## src/rtl/lsu_pkg.sv

```systemverilog
// Shared types and constants for the load/store unit: FSM states, funct3 codes,
// byte-enable patterns and the illegal-encoding check.
package lsu_pkg;

    typedef enum logic [1:0] {
        IDLE = 2'd0,
        REQ  = 2'd1,
        DONE = 2'd2
    } lsu_state_t;

    localparam logic [2:0] LB  = 3'b000;
    localparam logic [2:0] LH  = 3'b001;
    localparam logic [2:0] LW  = 3'b010;
    localparam logic [2:0] LBU = 3'b100;
    localparam logic [2:0] LHU = 3'b101;
    localparam logic [2:0] SB  = 3'b000;
    localparam logic [2:0] SH  = 3'b001;
    localparam logic [2:0] SW  = 3'b010;

    localparam logic [3:0] BE_BYTE0 = 4'b0001;
    localparam logic [3:0] BE_LO    = 4'b0011;
    localparam logic [3:0] BE_HI    = 4'b1100;
    localparam logic [3:0] BE_ALL   = 4'b1111;

    // Unsigned variants exist only for loads.
    function automatic logic lsu_illegal(input logic [2:0] f3, input logic store);
        return (f3 == 3'b011) || (f3 == 3'b110) || (f3 == 3'b111) || (store && f3[2]);
    endfunction

endpackage

```

## src/rtl/lsu_if.sv

```systemverilog
// Word-wide memory-side bus of the load/store unit; the LSU is the master.
interface lsu_mem_if;
    logic        mem_req;
    logic        mem_we;
    logic [31:0] mem_addr;
    logic [3:0]  mem_be;
    logic [31:0] mem_wdata;
    logic        mem_ready;
    logic [31:0] mem_rdata;

    modport master (
        output mem_req, mem_we, mem_addr, mem_be, mem_wdata,
        input  mem_ready, mem_rdata
    );

    modport slave (
        input  mem_req, mem_we, mem_addr, mem_be, mem_wdata,
        output mem_ready, mem_rdata
    );
endinterface

```

## src/rtl/lsu_align.sv

```systemverilog
// Combinational lane logic: byte enables, store replication, load extension.
// MISALIGN_TRAP_EN: flag misaligned half/word accesses instead of aligning them.
import lsu_pkg::*;

module lsu_align (
    input  logic [2:0]  st_f3,
    input  logic [1:0]  addr_lo,
    input  logic [31:0] st_data,
    input  logic        is_store,
    input  logic [2:0]  ld_f3,
    input  logic [1:0]  ld_lane,
    input  logic [31:0] rdata,
    output logic [1:0]  lane,
    output logic        trap,
    output logic [3:0]  be,
    output logic [31:0] wdata,
    output logic [31:0] ld_data
);

    logic [7:0]  ld_byte;
    logic [15:0] ld_half;

    // Low address bits are forced to the natural alignment of the access size.
    always_comb begin
        lane = 2'b00;
        case (st_f3[1:0])
            2'b00:   lane = addr_lo;
            2'b01:   lane = {addr_lo[1], 1'b0};
            default: lane = 2'b00;
        endcase
    end

`ifdef MISALIGN_TRAP_EN
    assign trap = ((st_f3[1:0] == 2'b01) && addr_lo[0]) ||
                  ((st_f3[1:0] == 2'b10) && (addr_lo != 2'b00));
`else
    assign trap = 1'b0;
`endif

    always_comb begin
        be    = BE_ALL;
        wdata = st_data;
        if (is_store) begin
            case (st_f3)
                SB: begin
                    be    = BE_BYTE0 << lane;
                    wdata = {4{st_data[7:0]}};
                end
                SH: begin
                    be    = lane[1] ? BE_HI : BE_LO;
                    wdata = {2{st_data[15:0]}};
                end
                default: begin
                    be    = BE_ALL;
                    wdata = st_data;
                end
            endcase
        end
    end

    always_comb begin
        ld_byte = rdata[7:0];
        case (ld_lane)
            2'd0:    ld_byte = rdata[7:0];
            2'd1:    ld_byte = rdata[15:8];
            2'd2:    ld_byte = rdata[23:16];
            default: ld_byte = rdata[31:24];
        endcase
        ld_half = ld_lane[1] ? rdata[31:16] : rdata[15:0];

        ld_data = rdata;
        case (ld_f3)
            LB:      ld_data = {{24{ld_byte[7]}}, ld_byte};
            LH:      ld_data = {{16{ld_half[15]}}, ld_half};
            LBU:     ld_data = {24'd0, ld_byte};
            LHU:     ld_data = {16'd0, ld_half};
            default: ld_data = rdata;
        endcase
    end

endmodule

```

## src/rtl/load_store_unit.sv

```systemverilog
// Load/store unit: IDLE/REQ/DONE sequencer with a saturating timeout counter.
// MISALIGN_TRAP_EN (in lsu_align) turns misaligned accesses into faults.
import lsu_pkg::*;

module load_store_unit #(
    parameter int TIMEOUT_CYCLES = 255
) (
    input  logic        clock,
    input  logic        reset_,
    input  logic        memread,
    input  logic        memwrite,
    input  logic [31:0] aluOut,
    input  logic [31:0] readData2,
    input  logic [2:0]  funct3,
    output logic [31:0] readDataDMem,
    output logic        stall,
    output logic        fault,
    lsu_mem_if.master   mem
);

    //  state | meaning
    //  IDLE  | waiting for memread/memwrite; latch access or reject it
    //  REQ   | mem_req high, bus held stable until mem_ready or timeout
    //  DONE  | one cycle, stall low so the core advances; fault pulses here

    localparam int CW = $clog2(TIMEOUT_CYCLES + 1);
    localparam logic [CW-1:0] CNT_LAST = CW'(TIMEOUT_CYCLES - 1);
    localparam logic [CW-1:0] CNT_MAX  = CW'(TIMEOUT_CYCLES);

    lsu_state_t    state;
    logic [CW-1:0] cnt;
    logic [2:0]    f3_q;
    logic [1:0]    lane_q;

    logic [1:0]    lane;
    logic          trap;
    logic [3:0]    be;
    logic [31:0]   wdata;
    logic [31:0]   ld_data;
    logic          reject;

    lsu_align u_align (
        .st_f3   (funct3),
        .addr_lo (aluOut[1:0]),
        .st_data (readData2),
        .is_store(memwrite),
        .ld_f3   (f3_q),
        .ld_lane (lane_q),
        .rdata   (mem.mem_rdata),
        .lane    (lane),
        .trap    (trap),
        .be      (be),
        .wdata   (wdata),
        .ld_data (ld_data)
    );

    assign reject = lsu_illegal(funct3, memwrite) | trap;
    assign stall  = (memread | memwrite) & (state != DONE);

    always_ff @(posedge clock or negedge reset_) begin
        if (!reset_) begin
            state         <= IDLE;
            cnt           <= '0;
            f3_q          <= '0;
            lane_q        <= '0;
            fault         <= 1'b0;
            readDataDMem  <= '0;
            mem.mem_req   <= 1'b0;
            mem.mem_we    <= 1'b0;
            mem.mem_addr  <= '0;
            mem.mem_be    <= '0;
            mem.mem_wdata <= '0;
        end else begin
            fault <= 1'b0;
            case (state)
                IDLE: begin
                    if (memread | memwrite) begin
                        cnt <= '0;
                        if (reject) begin
                            state <= DONE;
                            fault <= 1'b1;
                        end else begin
                            state         <= REQ;
                            f3_q          <= funct3;
                            lane_q        <= lane;
                            mem.mem_req   <= 1'b1;
                            mem.mem_we    <= memwrite;
                            mem.mem_addr  <= {aluOut[31:2], 2'b00};
                            mem.mem_be    <= be;
                            mem.mem_wdata <= wdata;
                        end
                    end
                end
                REQ: begin
                    if (cnt != CNT_MAX)
                        cnt <= cnt + CW'(1);
                    if (mem.mem_ready) begin
                        state       <= DONE;
                        mem.mem_req <= 1'b0;
                        if (!mem.mem_we)
                            readDataDMem <= ld_data;
                    end else if (cnt == CNT_LAST) begin
                        state       <= DONE;
                        mem.mem_req <= 1'b0;
                        fault       <= 1'b1;
                        if (!mem.mem_we)
                            readDataDMem <= '0;
                    end
                end
                DONE:    state <= IDLE;
                default: state <= IDLE;
            endcase
        end
    end

endmodule

```

## src/flat_wrapper.sv

```systemverilog
// flat-port wrapper written by rule: the top's interface ports become plain ports
module load_store_unit_flat 
#(
    parameter int TIMEOUT_CYCLES = 255
)
  (clock, reset_, memread, memwrite, aluOut, readData2, funct3, readDataDMem, stall, fault, mem_mem_req, mem_mem_we, mem_mem_addr, mem_mem_be, mem_mem_wdata, mem_mem_ready, mem_mem_rdata);
  lsu_mem_if mem_i ();
  input  logic clock;
  input  logic reset_;
  input  logic memread;
  input  logic memwrite;
  input  logic [31:0] aluOut;
  input  logic [31:0] readData2;
  input  logic [2:0] funct3;
  output logic [31:0] readDataDMem;
  output logic stall;
  output logic fault;
  output wire logic [$bits(mem_i.mem_req)-1:0] mem_mem_req;
  output wire logic [$bits(mem_i.mem_we)-1:0] mem_mem_we;
  output wire logic [$bits(mem_i.mem_addr)-1:0] mem_mem_addr;
  output wire logic [$bits(mem_i.mem_be)-1:0] mem_mem_be;
  output wire logic [$bits(mem_i.mem_wdata)-1:0] mem_mem_wdata;
  input wire logic [$bits(mem_i.mem_ready)-1:0] mem_mem_ready;
  input wire logic [$bits(mem_i.mem_rdata)-1:0] mem_mem_rdata;
  assign mem_mem_req = mem_i.mem_req;
  assign mem_mem_we = mem_i.mem_we;
  assign mem_mem_addr = mem_i.mem_addr;
  assign mem_mem_be = mem_i.mem_be;
  assign mem_mem_wdata = mem_i.mem_wdata;
  assign mem_i.mem_ready = mem_mem_ready;
  assign mem_i.mem_rdata = mem_mem_rdata;
  load_store_unit #(.TIMEOUT_CYCLES(TIMEOUT_CYCLES)) u_core (.clock(clock), .reset_(reset_), .memread(memread), .memwrite(memwrite), .aluOut(aluOut), .readData2(readData2), .funct3(funct3), .readDataDMem(readDataDMem), .stall(stall), .fault(fault), .mem(mem_i));
endmodule
```

## config.mk

```make
export PLATFORM = sky130hd
export DESIGN_NAME = load_store_unit_flat
export DESIGN_NICKNAME = d
export VERILOG_FILES = /design/src/rtl/lsu_pkg.sv /design/src/rtl/lsu_if.sv /design/src/rtl/lsu_align.sv /design/src/rtl/load_store_unit.sv /design/src/flat_wrapper.sv
export SDC_FILE = /design/constraint.sdc
export NUM_CORES = 1
export LEC_CHECK = 0
export CAP_MARGIN = 10
export CORE_ASPECT_RATIO = 2
export CORE_MARGIN = 8
export CORE_UTILIZATION = 46
export DETAILED_ROUTE_END_ITERATION = 10
export GPL_TIMING_DRIVEN = 0
export PLACE_DENSITY_LB_ADDON = 0.08
export SLEW_MARGIN = 40
export SYNTH_ARGS = -nofsm -noshare
export SYNTH_HDL_FRONTEND = slang
export SYNTH_HIERARCHICAL = 1
export SYNTH_SLANG_ARGS = --single-unit
```

## constraint.sdc

```tcl
create_clock -name clock -period 2.2 [get_ports clock]
set_clock_uncertainty 0.05 [all_clocks]
set_input_delay 0.66 -clock clock [delete_from_list [all_inputs] [get_ports clock]]
set_output_delay 0.66 -clock clock [all_outputs]
set_load 0.1 [all_outputs]
```

==> impl_metrics.yaml <==
outcome:
  status: "finished, final reports clean"
synthesis:
  synth_top_area_frac: 0.4729
  yosysMostFrequentCell: "dfrtp_1"
  synth_top_family_by_area: "multiplexers"
  synthArstFlopShare: 1.000
  yosys-top-cells-area: "dfrtp_1 (47%), mux2_4 (14%), mux2_2 (6.6%)"
  ys_ff_latch: 116
  synth_xor_area_frac: 0
  syn_area_um2: 6138
  synth_cell_type_count: 48
  synth_simple_gate_area_frac: 0.09356
  synth-edff-count: 0
  synth_compound_area_frac: 0.1239
  synth_mux_area_frac: 0.2320
  synthAdderAreaFrac: 0.004077
  synth_commonest_cells: "dfrtp_1 (116), mux2_4 (57), o21ai_0 (50)"
  yosysTopAreaCell: "dfrtp_1"
  avgSynthCellArea_um2: 11.22
  yosysWarnings: 6
  synth_seq_area_share: 0.4729
  syn_inst: 547
  synth_flop_cell: "dfrtp_1"
die:
  die_w_um: 97.69
  core-area_um2: 13210
  row_count: 60
  dieHeight_um: 179.4
  start_util: 0.4646
  ios: 208
  dieArea_um2: 17520
clock_network:
  numCtsBuffers: 17
  clk_latency_ns: 0.39
  cts.sinks: 116
  cts_htree_levels: 4
  clockBufferDepth: 2
  cts.clk_slew.worst_paths_ns: 0.06
  root_buffer: "clkbuf_16"
  tritoncts: "done"
worst_setup_path:
  path_cells: "clkdlybuf4s15_1 > nor2_4 > a21oi_4 > buf_12"
  cp.arrival_ns: 1.43
  cpPeakStageDelay_ns: 0.33
  crit_slowest_cell: "clkdlybuf4s15_1"
  path_max_fanout: 6
  reg2reg_from: "u_core/state[1]"
  reg2reg_depth: 6
  crit_family: "buffers and inverters"
  required_ns: 1.49
  r2r_end: "u_core/mem.mem_addr[9]"
  path_buf_inv: 2
  end_kind: "primary output"
  start_kind: "input port"
  r2r_slack_ns: 0.14
  worstSetupPathType: "in -> out"
placed_design:
  place_hpwl_mm: 13.43
  port_buffers: 205
  dp.cells: 910
  place_congestion: 0.9153
timing:
  relSlewSlack: 0.6193
  fmax_ghz: 0.4673
  min_period_over_period: 0.9728
  tns_ns: 0
  worst_pin_slew_ns: 0.5699
  rsz0062_at_grt: "false"
  holdWs_ns: 0.03742
  min_period_ns: 2.140
  finalHoldViolCount: 0
  drv_slew: 0
  finalSetupViolCount: 0
routing:
  dr_total_vias: 4996
  drt_pass1_iterations: 5
  vias_per_cell: 5.287
  post_drt_wl_per_cell_um: 19.07
  drcViolationCount: 0
  drt-initial-drc-count: 184
  wl_mm: 18.02
  ant_nets: 0
global_route:
  antenna_found_initial: 2
  grt_pass1_vias: 5350
  grt_max_degree: 51
  grt_first_pass_wirelength_mm: 28.79
  grt_overflow: 0
  grt_usage: 0.2055
final_layout:
  fillCellCount: 1101
  drive_gt1_frac: 0.3477
  stdcell_count: 945
  nets: 882
  area_growth_syn_to_layout_pct: 40.26
job:
  cap_violations: 0
hold_path:
  hp-class: "in -> async"
==> layout by cell type (no fill, tap or decap), drive strengths merged, types with 34 or more instances in the layout <==
master and count:
clkdlybuf4s50 97, buf 140, dfrtp 116, o21ai 51
inv 38, mux2 93, clkbuf 34, a22oi 38
nand2 48
==> routing by layer <==
| layer | global-route usage | part of all wire | wire length (µm) |
|---|---|---|---|
| met5 | 0 | 0.00044 | 8 |
| met4 | 0.06929 | 0.013 | 238 |
| met3 | 0.06759 | 0.064 | 1162 |
| met2 | 0.3454 | 0.52 | 9360 |
| met1 | 0.2410 | 0.40 | 7250 |
==> registers in the layout, summed over array words and instances, names as in the netlist <==
signal / count
u_core/mem.mem_wdata: 32
u_core/readDataDMem: 32
u_core/mem.mem_addr: 30
u_core/cnt: 8
u_core/mem.mem_be: 4
u_core/f3_q: 3
u_core/lane_q: 2
u_core/state: 2
u_core/fault: 1
u_core/mem.mem_req: 1
u_core/mem.mem_we: 1
==> stage by stage <==
stage,util,instance area [µm²],setup WS (ns)
global placement,0.6357,8399,-4.309
floorplan,-,6153,0.1013
global route,0.6514,8607,0.002409
finish,0.6516,8610,0.05993
CTS,0.6499,8587,0.002672
detailed placement,0.6016,7949,-0.5273
==> kinds of logic (layout without fill, tap and decap cells) <==
| family | count (synthesis) | count (layout) |
|---|---|---|
| fa+ha+maj | 2 | 2 |
| simple gates | 113 | 113 |
| buf+inv | 85 | 325 |
| flops | 116 | 116 |
| compound gates | 121 | 121 |
| other cells | 2 | 5 |
| mux | 108 | 108 |
==> worst max path at each step <==
stage          cells past startpoint         startpoint                       end
2_1_floorplan                      5  u_core/mem.mem_we   u_core/readDataDMem[14]
3_3_place_gp                       1             reset_    u_core/mem.mem_addr[4]
3_5_place_dp                       6           memwrite  u_core/mem.mem_wdata[15]
4_1_cts                            4           memwrite                     stall
5_1_grt                            7  mem_mem_rdata[31]   u_core/readDataDMem[22]
6_report                           4           memwrite                     stall
==> worst reg2reg max path, delay by kind of cell (launching register included) <==
kind	cells	cell delay [ns]
AOI/OAI and AO/OA	1	0.42
buffers and inverters	3	0.55
DFF	1	0.35
muxes	1	0.31
and+or+nand+nor	1	0.27
==> cell type report <==
cell class | instances | area [µm²] | share of cell area
Buffer | 47 | 304.0 | 0.03531
Antenna cell | 2 | 5.005 | 0.0005813
Multi-Input combinational cell | 347 | 2823 | 0.3279
Tap cell | 155 | 193.9 | 0.02253
Clock buffer | 20 | 456.7 | 0.05304
Clock inverter | 11 | 157.7 | 0.01831
Sequential cell | 116 | 2903 | 0.3372
Inverter | 38 | 142.6 | 0.01657
Timing Repair Buffer | 209 | 1624 | 0.1886
==> repair_timing <==
item | CTS | global route
hold endpoints to repair | 0 | 0
gates resized for setup | 10 | 8
hold buffers | 0 | 0
endpoints found under the setup margin | 68 | 30
cloned | 1 | 0
setup buffers | 1 | 0
Power is not shown: default switching activity piles up to over one toggle a cycle in this logic, so the estimate is an artifact.
==> RTL change: new RTL, config.mk and constraints unchanged <==
`TIMEOUT_CYCLES` is set to 255 in 2 places; all go to 510.
--- a/src/rtl/load_store_unit.sv
+++ b/src/rtl/load_store_unit.sv
@@ -3,7 +3,7 @@
 import lsu_pkg::*;
 
 module load_store_unit #(
-    parameter int TIMEOUT_CYCLES = 255
+    parameter int TIMEOUT_CYCLES = 510
 ) (
     input  logic        clock,
     input  logic        reset_,
--- a/src/flat_wrapper.sv
+++ b/src/flat_wrapper.sv
@@ -1,7 +1,7 @@
 // flat-port wrapper written by rule: the top's interface ports become plain ports
 module load_store_unit_flat 
 #(
-    parameter int TIMEOUT_CYCLES = 255
+    parameter int TIMEOUT_CYCLES = 510
 )
   (clock, reset_, memread, memwrite, aluOut, readData2, funct3, readDataDMem, stall, fault, mem_mem_req, mem_mem_we, mem_mem_addr, mem_mem_be, mem_mem_wdata, mem_mem_ready, mem_mem_rdata);
   lsu_mem_if mem_i ();
Function: no difference found for any inputs over 4 cycles, from zero or initial values and one cycle with reset_ low; that may be too few to reach the edited logic, so the function may still have changed.
==> RTL change against the original RTL <==
Worst setup slack lost 0.0084 ns; maximum frequency fell by 0.39%; routed wire length grew 6.3%; synthesized area is 1.1% lower; final area shrank 0.68%; count of clock-buffer cells in the layout shrank 2; critical path depth unchanged; sequential cell count is 1 higher; core utilization grew 1.0 points.
Power is left out: the tool's default activity adds up to more than one toggle a clock period on the data nets, which glitch-free logic cannot reach.
==> RTL change: results (changes against the original RTL) <==
stage,metric,value,unit,change
run_status,status,"finished, final reports clean",,
global_routing,track_usage,0.221,,+0.0157
routing,vias_per_cell,5.49,,+3.9%
clocking,cts_resized,18,,+8
layout,sh_seq_area,0.343,,+0.00554
hold_path,hp-class,in -> async,,
logic_synthesis,yosys_warnings,6,,unchanged
critical_path,max_stage_delay,0.31,ns,-0.02 ns
placement,placed_cells,916,,+0.66%
layout,nets,898,,+1.8%
critical_path,rrSetupSlack,0.06,ns,-0.08 ns
logic_synthesis,yosysSeqAreaShare,0.482,,+0.00958
layout,buffers,265,,+3.5%
clocking,numCtsBuffers,17,,unchanged
critical_path,path_max_fanout,5,,-1
layout,multi_input_gates,353,,+1.7%
global_routing,grt_first_pass_wirelength,30500,um,+6.1%
routing,top_layer,met5,,
global_routing,grt_pass1_vias,5709,,+6.7%
routing,wl_met1,6480,um,-11%
global_routing,grt_use_met1,0.208,,-0.0334
critical_path,critPathCapture,stall,,
clocking,clockBufferDepth,2,,unchanged
logic_synthesis,synthTopCellsByArea,"dfrtp_1 48%, mux2_1 11%, mux2_2 6.7%",,
sta,final-setup-viol-count,0,,unchanged
layout,n_antenna_cell,3,,+1
critical_path,crit_arrival,1.44,ns,
layout,inv_count,37,,-2.6%
global_routing,grt_start_max_net_pins,69,,+35%
routing,first_iter_violations,267,,+45%
placement,dp_hpwl,14800,um,+10%
critical_path,startpoint,memwrite,,
layout,clock_buffer_count,18,,-10%
logic_synthesis,synth_cell_types,52,,+8.3%
global_routing,met3_usage,0.0671,,-0.000482
clocking,cts_max_level,4,,unchanged
logic_synthesis,ys_top_cells_by_count,"117 x dfrtp_1, 57 x mux2_1, 51 x o21ai_0",,
routing,routed-wl-met2,10400,um,+12%
layout,layout-drive-gt1-share,0.282,,-0.0654
routing,wl_per_cell,20.0,um,+4.7%
global_routing,antenna_found_initial,4,,+2
clocking,clk_pin_slew_worst_paths,0.06,ns,about the same
critical_path,reg2reg_from,u_core/state[0]$_DFFE_PN0P_,,
layout,clock_area_frac,0.0654,,-0.00595
layout,buffer_area_frac,0.236,,+0.0116
placement,globalplace.congestion,0.967,,+5.7%
floorplanning,die_w,97.2,um,-0.48%
critical_path,regToRegEndpoint,u_core/mem.mem_addr[7]$_DFFE_PN0P_,,
routing,wl_met3,1340,um,+15%
sta,hold_ws,0.0979,ns,+0.0605 ns
global_routing,grt_util_met2,0.413,,+0.0679
sta,slew_headroom,0.642,,+0.0231
clocking,post_cts_buffers,3,,+2
layout,finalNonFillerCells,959,,+1.5%
logic_synthesis,ys_ff_latch,117,,+0.86%
layout,multi_input_area,0.00271,sq mm,-4.0%
layout,fillers,1044,,-5.2%
placement,numPortBuffers,205,,unchanged
logic_synthesis,post_synth_inst_count,557,,+1.8%
critical_path,cp_slowest_cell,dlygate4sd2_1,,
[RTL change: cell types whose count changed in the layout (fill, tap and decap cells not counted), sizes merged, moves of 3 or more]
cell / delta
buf: +4
bufinv: -3
clkbuf: +3
clkinvlp: +4
nor3: -4
o211a: +3
[RTL change: metrics by stage]
| stage | util | TNS [ns] | instance area [sq um] | worst slack, ns |
|---|---|---|---|---|
| 3_5_place_dp | 0.607 | -49.51 | 7850 | -0.684 |
| 5_1_grt | 0.662 | 0 | 8550 | 0.00281 |
| 6_report | 0.662 | 0 | 8550 | 0.0516 |
| 3_3_place_gp | 0.644 | -527.97 | 8330 | -4.12 |
| 2_1_floorplan | - | 0 | 6080 | 0.0614 |
| 4_1_cts | 0.658 | 0 | 8490 | 0.00637 |
[RTL change: cells by family after synthesis]
family | count (synthesis) | synth area share
compound gates | 128 | 0.138
fa+ha+maj | 3 | 0.00619
buf+inv | 88 | 0.0783
flops | 117 | 0.482
mux | 110 | 0.203
other cells | 2 | 0.00124
simple gates | 109 | 0.0909
